### config.mk
export PLATFORM = sky130hd
export DESIGN_NAME = nco_arbiter
export DESIGN_NICKNAME = d
export VERILOG_FILES = /design/src/rtl/nco_pkg.sv /design/src/rtl/rr_arbiter.sv /design/src/rtl/nco_arbiter.sv
export SDC_FILE = /design/constraint.sdc
export NUM_CORES = 1
export LEC_CHECK = 0
export CAP_MARGIN = 20
export CORE_MARGIN = 2
export CORE_UTILIZATION = 40
export CTS_CLUSTER_SIZE = 30
export DETAILED_ROUTE_END_ITERATION = 10
export GPL_TIMING_DRIVEN = 1
export HOLD_SLACK_MARGIN = 0.08
export PLACE_DENSITY = 0.78
export SYNTH_ARGS = -nofsm -noshare
export SYNTH_HDL_FRONTEND = slang
export SYNTH_SLANG_ARGS = --single-unit
### constraint.sdc
create_clock -name i_clock -period 3.14 [get_ports i_clock]
set_input_delay 0.471 -clock i_clock [delete_from_list [all_inputs] [get_ports i_clock]]
set_output_delay 0.471 -clock i_clock [all_outputs]
set_load 0.05 [all_outputs]
### src/rtl/nco_pkg.sv
// Shared constants and the tag record that follows each nco request
// through the pipeline so its result can be routed back to the requester.
package nco_pkg;

    localparam int NCO_LATENCY_DEFAULT = 10;
    localparam int PWIDTH_DEFAULT      = 18 + 5;
    localparam int SWIDTH_DEFAULT      = 18;
    localparam int NREQ_DEFAULT        = 4;

    // Index field is sized for up to 256 requesters so one tag type serves
    // every NREQ this block is built with; unused upper bits stay zero.
    localparam int TAG_IDX_W = 8;

    typedef struct packed {
        logic                 valid;
        logic [TAG_IDX_W-1:0] idx;
    } tag_t;

endpackage

### src/rtl/rr_arbiter.sv
// Round-robin grant: the first requester at or above the priority pointer,
// searching upward with wrap. The pointer moves past the winner on advance.
module rr_arbiter #(
    parameter  int NREQ = 4,
    localparam int IW   = (NREQ > 1) ? $clog2(NREQ) : 1
) (
    input  logic            i_clock,
    input  logic            i_reset,
    input  logic [NREQ-1:0] request,
    input  logic            advance,
    output logic [NREQ-1:0] grant,
    output logic [IW-1:0]   grant_idx
);

    logic [IW-1:0] ptr_q;
    logic [IW:0]   cand;
    logic          found;

    // Search upward from the pointer, wrapping at NREQ, for the first request.
    always_comb begin
        grant     = '0;
        grant_idx = '0;
        found     = 1'b0;
        cand      = '0;
        for (int i = 0; i < NREQ; i++) begin
            cand = {1'b0, ptr_q} + (IW+1)'(i);
            if (cand >= (IW+1)'(NREQ)) begin
                cand = cand - (IW+1)'(NREQ);
            end
            if (!found && request[cand[IW-1:0]]) begin
                grant[cand[IW-1:0]] = 1'b1;
                grant_idx           = cand[IW-1:0];
                found               = 1'b1;
            end
        end
    end

    // Pointer lands just past the winner after an accept, otherwise holds.
    always_ff @(posedge i_clock) begin
        if (i_reset) begin
            ptr_q <= '0;
        end else if (advance) begin
            if (grant_idx == IW'(NREQ - 1)) begin
                ptr_q <= '0;
            end else begin
                ptr_q <= grant_idx + IW'(1);
            end
        end
    end

endmodule

### src/rtl/nco_arbiter.sv
// Shares one external nco among NREQ requesters. Accepted phases are
// registered toward the nco while a tag pipeline shadows the nco's stages,
// so each result comes back with a one-hot strobe naming its requester.
module nco_arbiter
    import nco_pkg::*;
#(
    parameter  int NREQ        = NREQ_DEFAULT,
    parameter  int PWIDTH      = PWIDTH_DEFAULT,
    parameter  int SWIDTH      = SWIDTH_DEFAULT,
    parameter  int NCO_LATENCY = NCO_LATENCY_DEFAULT,
    localparam int IW          = (NREQ > 1) ? $clog2(NREQ) : 1
) (
    input  logic                   i_clock,
    input  logic                   i_reset,
    input  logic                   i_enable,
    input  logic [NREQ*PWIDTH-1:0] i_req_phase,
    input  logic [NREQ-1:0]        i_req_valid,
    output logic [NREQ-1:0]        o_req_ready,
    output logic [PWIDTH-1:0]      o_nco_phase,
    output logic                   o_nco_valid,
    input  logic [SWIDTH-1:0]      i_nco_cosine,
    input  logic [SWIDTH-1:0]      i_nco_sine,
    input  logic                   i_nco_valid,
    output logic [SWIDTH-1:0]      o_cosine,
    output logic [SWIDTH-1:0]      o_sine,
    output logic [NREQ-1:0]        o_valid,
    output logic                   o_tag_error
);

    logic [NREQ-1:0]   req_gated;
    logic [NREQ-1:0]   grant;
    logic [IW-1:0]     grant_idx;
    logic              accept;
    logic [PWIDTH-1:0] phase_sel;
    logic [NREQ-1:0]   valid_q;

    // Launch tag travels alongside o_nco_valid; the NCO_LATENCY entries
    // behind it mirror the nco's own stages, so the tail meets i_nco_valid.
    tag_t launch_q;
    tag_t pipe_q [NCO_LATENCY];
    tag_t tail;

    assign req_gated   = i_req_valid & {NREQ{i_enable & ~i_reset}};
    assign o_req_ready = grant;
    assign accept      = |grant;
    assign tail        = pipe_q[NCO_LATENCY-1];

    // A held strobe is only shown on enabled cycles so it is seen exactly once.
    assign o_valid     = valid_q & {NREQ{i_enable}};

    rr_arbiter #(.NREQ(NREQ)) u_rr (
        .i_clock   (i_clock),
        .i_reset   (i_reset),
        .request   (req_gated),
        .advance   (accept),
        .grant     (grant),
        .grant_idx (grant_idx)
    );

    // Pick the granted requester's phase; zero when nobody is accepted.
    always_comb begin
        phase_sel = '0;
        for (int k = 0; k < NREQ; k++) begin
            if (grant[k]) begin
                phase_sel = i_req_phase[k*PWIDTH +: PWIDTH];
            end
        end
    end

    // Launch register: phase/valid toward the nco plus the matching tag.
    always_ff @(posedge i_clock) begin
        if (i_reset) begin
            o_nco_phase    <= '0;
            o_nco_valid    <= 1'b0;
            launch_q       <= '0;
        end else if (i_enable) begin
            o_nco_phase    <= phase_sel;
            o_nco_valid    <= accept;
            launch_q.valid <= accept;
            launch_q.idx   <= TAG_IDX_W'(grant_idx);
        end
    end

    // Tag shift register advancing in lockstep with the nco pipeline.
    always_ff @(posedge i_clock) begin
        if (i_reset) begin
            for (int k = 0; k < NCO_LATENCY; k++) begin
                pipe_q[k] <= '0;
            end
        end else if (i_enable) begin
            pipe_q[0] <= launch_q;
            for (int k = 1; k < NCO_LATENCY; k++) begin
                pipe_q[k] <= pipe_q[k-1];
            end
        end
    end

    // Output stage: register nco results, route strobe, flag misalignment.
    always_ff @(posedge i_clock) begin
        if (i_reset) begin
            o_cosine    <= '0;
            o_sine      <= '0;
            valid_q     <= '0;
            o_tag_error <= 1'b0;
        end else if (i_enable) begin
            o_cosine <= i_nco_cosine;
            o_sine   <= i_nco_sine;
            if (tail.valid != i_nco_valid) begin
                o_tag_error <= 1'b1;
                valid_q     <= '0;
            end else if (tail.valid) begin
                valid_q <= NREQ'(1) << tail.idx;
            end else begin
                valid_q <= '0;
            end
        end
    end

endmodule
; ---- After elaboration in Yosys (flattened, before gate mapping)
; Memory sizes are Yosys's and may differ from the RTL's.
; Index checks and enable logic that the tools add are counted.
[word_totals]
ff_bits = 69
mem_bits_rw = 90
word_cells = 114
memories = 1
[classes]
add_sub_neg = 8
order_cmp = 12
eq_ne = 2
n_shift = 1
mux = 53
bitwise_logic = 17
n_reduce_logical = 12
[memory_table]
columns = memory, words, width, rd, rd_clocked_by_memory_dff, wr, line_no
row1 = pipe_q, 10, 9, 10, 0, 10, nco_arbiter.sv:40  ; tag_t pipe_q [NCO_LATENCY];
[op_table]
columns = cell, count
row1 = $mux 23, 4
row2 = $mux 9, 10
row3 = $mux 4, 6
row4 = $mux 2, 9
row5 = $mux 1, 16
row6 = $lt 2x3->1 const B, 4
row7 = $or 4x4->4, 3
row8 = $or 1x1->1, 10
row9 = $ge 3x3->1 const B, 3
row10 = $and 4x4->4, 2
row11 = $bmux 1 s2, 4
row12 = $demux 1 s2, 4
row13 = $ge 2x1->1 const B, 4
row14 = $shl 1x8->4 const A, 1
row15 = $sub 2x1->2 const B, 4
row16 = $logic_and 1x1->1, 7
row17 = $add 2x2->3 const B, 2
row18 = $reduce_or 4->1, 1
row19 = $add 2x1->3 const B, 1
row20 = $ge 2x3->1 const B, 1
row21 = $logic_not 1->1, 3
row22 = $add 2x1->2 const B, 1
row23 = $eq 2x2->1 const B, 1
row24 = $reduce_and 2->1, 1
row25 = other kinds (3), 3

; ---- Depth between registers and ports, before layout
[logic_depth]
word_depth = 19
mapped_depth = 11
mapped_depth_nobuf = 9

; ---- By module
; A second synthesis with hierarchy kept.
[hier_totals]
cells_unflattened = 420
area_unflattened_um2 = 4446.8
[by_module_without_submodules]
columns = mod, instances, cells_per_inst, area_per_inst_um2
row1 = nco_arbiter, 1, 358, 3890.0
row2 = rr_arbiter, 1, 62, 556.8

; ---- Worst setup path after synthesis
; No wires, ideal clock.
[synth_timing]
path_kind = reg-to-output
start = reg with a tool-made name
end = out o_req_ready[1]
arrival_ns = 3.054
setup_slack_ns = -0.385
stages_incl_launch_ff = 10
path_cell_list = dfxtp_1 inv_1 ha_1 or3b_4 a2111oi_4 o21ai_2 and2_4 buf_6 buf_12 nor2_1
[synth_lines]
columns = element, line_no
row1 = end: declaration, nco_arbiter.sv:18  ; output logic [NREQ-1:0] o_req_ready,

; ---- Final worst setup path
[layout_timing]
start = reg u_rr.ptr_q[1]
end = out o_req_ready[0]
[layout_via]
elab_chain_len = 14
word_cells_on_any_way = 59
cone_classes = 7 x add/sub / 12 x order compare / 27 x mux / 3 x bitwise / 10 x reduce/logical
[layout_lines]
columns = element, line_no
row1 = start: declaration, rr_arbiter.sv:15  ; logic [IW-1:0] ptr_q;
row2 = start signal: assignment, rr_arbiter.sv:46  ; ptr_q <= grant_idx + IW'(1);
row3 = branches (longest 13 deep; another with $add 2x1->3), n/a
row4 = $mux 4 *, rr_arbiter.sv:30  ; if (!found && request[cand[IW-1:0]]) begin
; Every way passes the cells marked *. The select of a mux whose other input is x is not followed.

==> metrics.yaml <==
drtIter0Drc: 355
post-route-util_pct: 61.8
num-fill-cells: 1048
drive_gt1_share_pct: 17.5
vias_per_cell: 5.27
syn2layout_area_growth_pct: 51.1
die_w_um: 117
crit_type: "register to primary output"
final-setup-viol-count: 0
ctsLongestPathBuffers: 2
gp_congestion: 0.830
grt_pass1_wl_um: 24800
htreeDepth: 3
grt_pass1_vias: 4679
path_max_fanout: 13
route.met2.wl_um: 7820
skew_ns: 0.00755
yosysTopAreaCell: "dfxtp_1"
synth.mux.area_fraction_pct: 9.32
drt_wl_total_um: 15500
power_density_nw_per_um2: 580
crit_slowest_cell: "mux4_2"
io_pins: 205
slew-limit-headroom_pct: 59.0
drv_cap: 0
hpwl_um: 11900
grt_use_total_pct: 22.7
hold_violations: 0
grt_max_degree: 39
period_needed_ns: 3.09
synthSimpleGateAreaFrac_pct: 14.5
clkLatencyLatePin_ns: 0.35
async_flop_share_pct: 0
synth_cell_types: 57
vias: 4585
port_buffers: 204
tns_ns: 0
ff_latch_area_um2: 2280
min_period_over_period_pct: 98.3
synth_xor_area_share_pct: 0.341
cts-hold-fix-buffers: 0
antenna_found_initial: 0
slew_viol_final: 0
drtPass1Iterations: 4
wl_met1_um: 6140
cts_root_buf: "clkbuf_16"
synth_fp_nets: 628
cts_sinks: 99
initial_utilization_pct: 40.9
cp_num_buf_inv: 4
grt-ovfl-total: 0
finalInstanceArea_um2: 7770
fmax_ghz: 0.324
wl_per_cell_um: 17.8
cts_tree: "built"
ys_top_cells_by_area: "dfxtp_1 27%, edfxtp_1 18%, mux2i_1 7.8%, a311oi_2 5.5%, nor2_1 5.0%"
hold_ws_ns: 0.450
postSynthCellCount: 485
postSynthAreaPerCell_um2: 10.6
critPathLaunchType: "register"
wl_met3_um: 1010
cp-end-kind: "primary output"
yosysSeqAreaShare_pct: 44.4
p_leak_uw: 0.00297
crit_arrival_ns: 2.62
ys_seq_elements: 99
yosys_most_used_dff: "dfxtp_1"
clkSlewWorstSetupHoldPaths_ns: 0.07
die_h_um: 117
crit_required_ns: 2.67
rsz0062_at_grt: "yes"
ir_worst_vdd_mv: 0.235
placed_area_um2: 7420
yosysTopAreaCellShare_pct: 26.9
multi_input_area_um2: 2610
fin_cells: 870
diodes: 0
rows: 41
dieArea_um2: 13800
critical_path.top_delay_family: "multiplexers"
final_nets: 836
synth_top_family_by_area: "compound AO/OA/AOI/OAI gates"
detail-route-antenna-nets: 0
hold_class: "register to register"
synthAdderAreaFrac_pct: 1.70
coreArea_um2: 12600
synth.cell_area_um2: 5140
synth_compound_area_share_pct: 23.8
crit_top_cell: "buf_12"
cpPeakStageDelay_ns: 0.55
synth_most_common_cell: "dfxtp_1"
path_cells: "inv_2 -> ha_4 -> buf_8 -> mux4_2 -> a21o_1 -> a32oi_4 -> a21oi_4 -> buf_12 -> buf_12"
drc: 0
yosysWarnings: 0
status: "finished clean"
synth_commonest_cells: "69 x dfxtp_1, 68 x nor2_1, 40 x mux2i_1"
dp.cells: 849
worst_slew_pin_slew_ns: 0.615
synth_edf_count: 30
cts_made_buffers: 9
topRoutingLayerUsed: "met4"
[cell usage in the layout, fill, tap and decap left out, drive strengths merged, types with 2 or more instances in the layout]
cell           Yosys  layout
clkdlybuf4s50      0     197
dfxtp             69      69
nor2              68      68
buf               24      41
mux2i             40      40
and2              34      34
nand2             31      31
edfxtp            30      30
o31ai             26      26
a22oi             25      25
a21oi             25      25
a311oi            24      24
clkbuf            18       9
o21ai              8       8
ha                 7       7
inv                6       7
clkinv             1       6
a21o               5       5
nor2b              5       5
nand3              4       4
nand2b             4       4
mux4               3       3
a32oi              2       2
a211oi             2       2
xor2               2       2
a32o               2       2
or3b               2       2
a31oi              2       2
[cell families after synthesis]
| family | count (synthesis) |
|---|---|
| XOR/XNOR | 2 |
| multiplexers | 44 |
| AO/OA/AOI/OAI | 128 |
| flip-flops | 99 |
| buffers and inverters | 49 |
| AND/OR/NAND/NOR | 156 |
| adder cells (fa/ha/maj) | 7 |
[layer usage]
metal | vias up | GRT usage, %
li1 | 2199 | -
met1 | 2173 | 26.8
met2 | 176 | 39.0
met3 | 37 | 4.82
met4 | 0 | 11.1
met5 | - | 0
[flip-flops by register name (all words and copies together), names as in the netlist, named ones only]
signal and cells:
o_cosine 18, valid_q 4, launch_q 3, o_nco_phase 23, o_sine 18, u_rr.ptr_q 1, pipe_q 30, o_tag_error 1
[worst paths after layout]
path              cells after the start  slack, ns              to           from
hold reg to reg                       2       0.45     launch_q[1]    launch_q[1]
setup reg to reg                     10       0.21        register  u_rr.ptr_q[1]
hold / removal                        2       0.45     launch_q[1]    launch_q[1]
setup / recovery                      9       0.05  o_req_ready[0]  u_rr.ptr_q[1]
[where the power goes]
part	internal (uW)	leakage, uW	total [uW]	switching [uW]
clock	534	0.000133	1030	492
combinational	802	0.00194	1910	1110
sequential	1480	0.000902	1560	81.2
[through the flow]
| stage | power (uW) | setup WS (ns) |
|---|---|---|
| after floorplan | 2820 | 0.00315 |
| after global placement | 3390 | 0.0415 |
| after detailed placement | 3440 | -0.0220 |
| after CTS | 4520 | 0.00304 |
| after global routing | 4700 | -0.0253 |
| final | 4500 | 0.0535 |
[worst min-delay path: cells and delay by family, from the launching register on]
family | cells | cell delay, ns
and+or+nand+nor | 2 | 0.10
DFF | 1 | 0.31
[cell type report]
type	count	area share (%)
clock buffer	9	2.90
sequential	99	29.4
multi-input combinational	337	33.6
timing repair buffer	239	30.3
inverter	7	0.499
clock inverter	7	0.564
tap	172	2.77
[timing repair]
| item | CTS | global route |
|---|---|---|
| buffers inserted | 3 | 2 |
| resized for setup | 4 | 7 |
| pin swaps | 3 | 2 |
| setup endpoints to repair | 4 | 4 |
| hold endpoints to repair | 0 | 0 |
| cloned | 0 | 0 |
(Power assumes the default switching activity.)
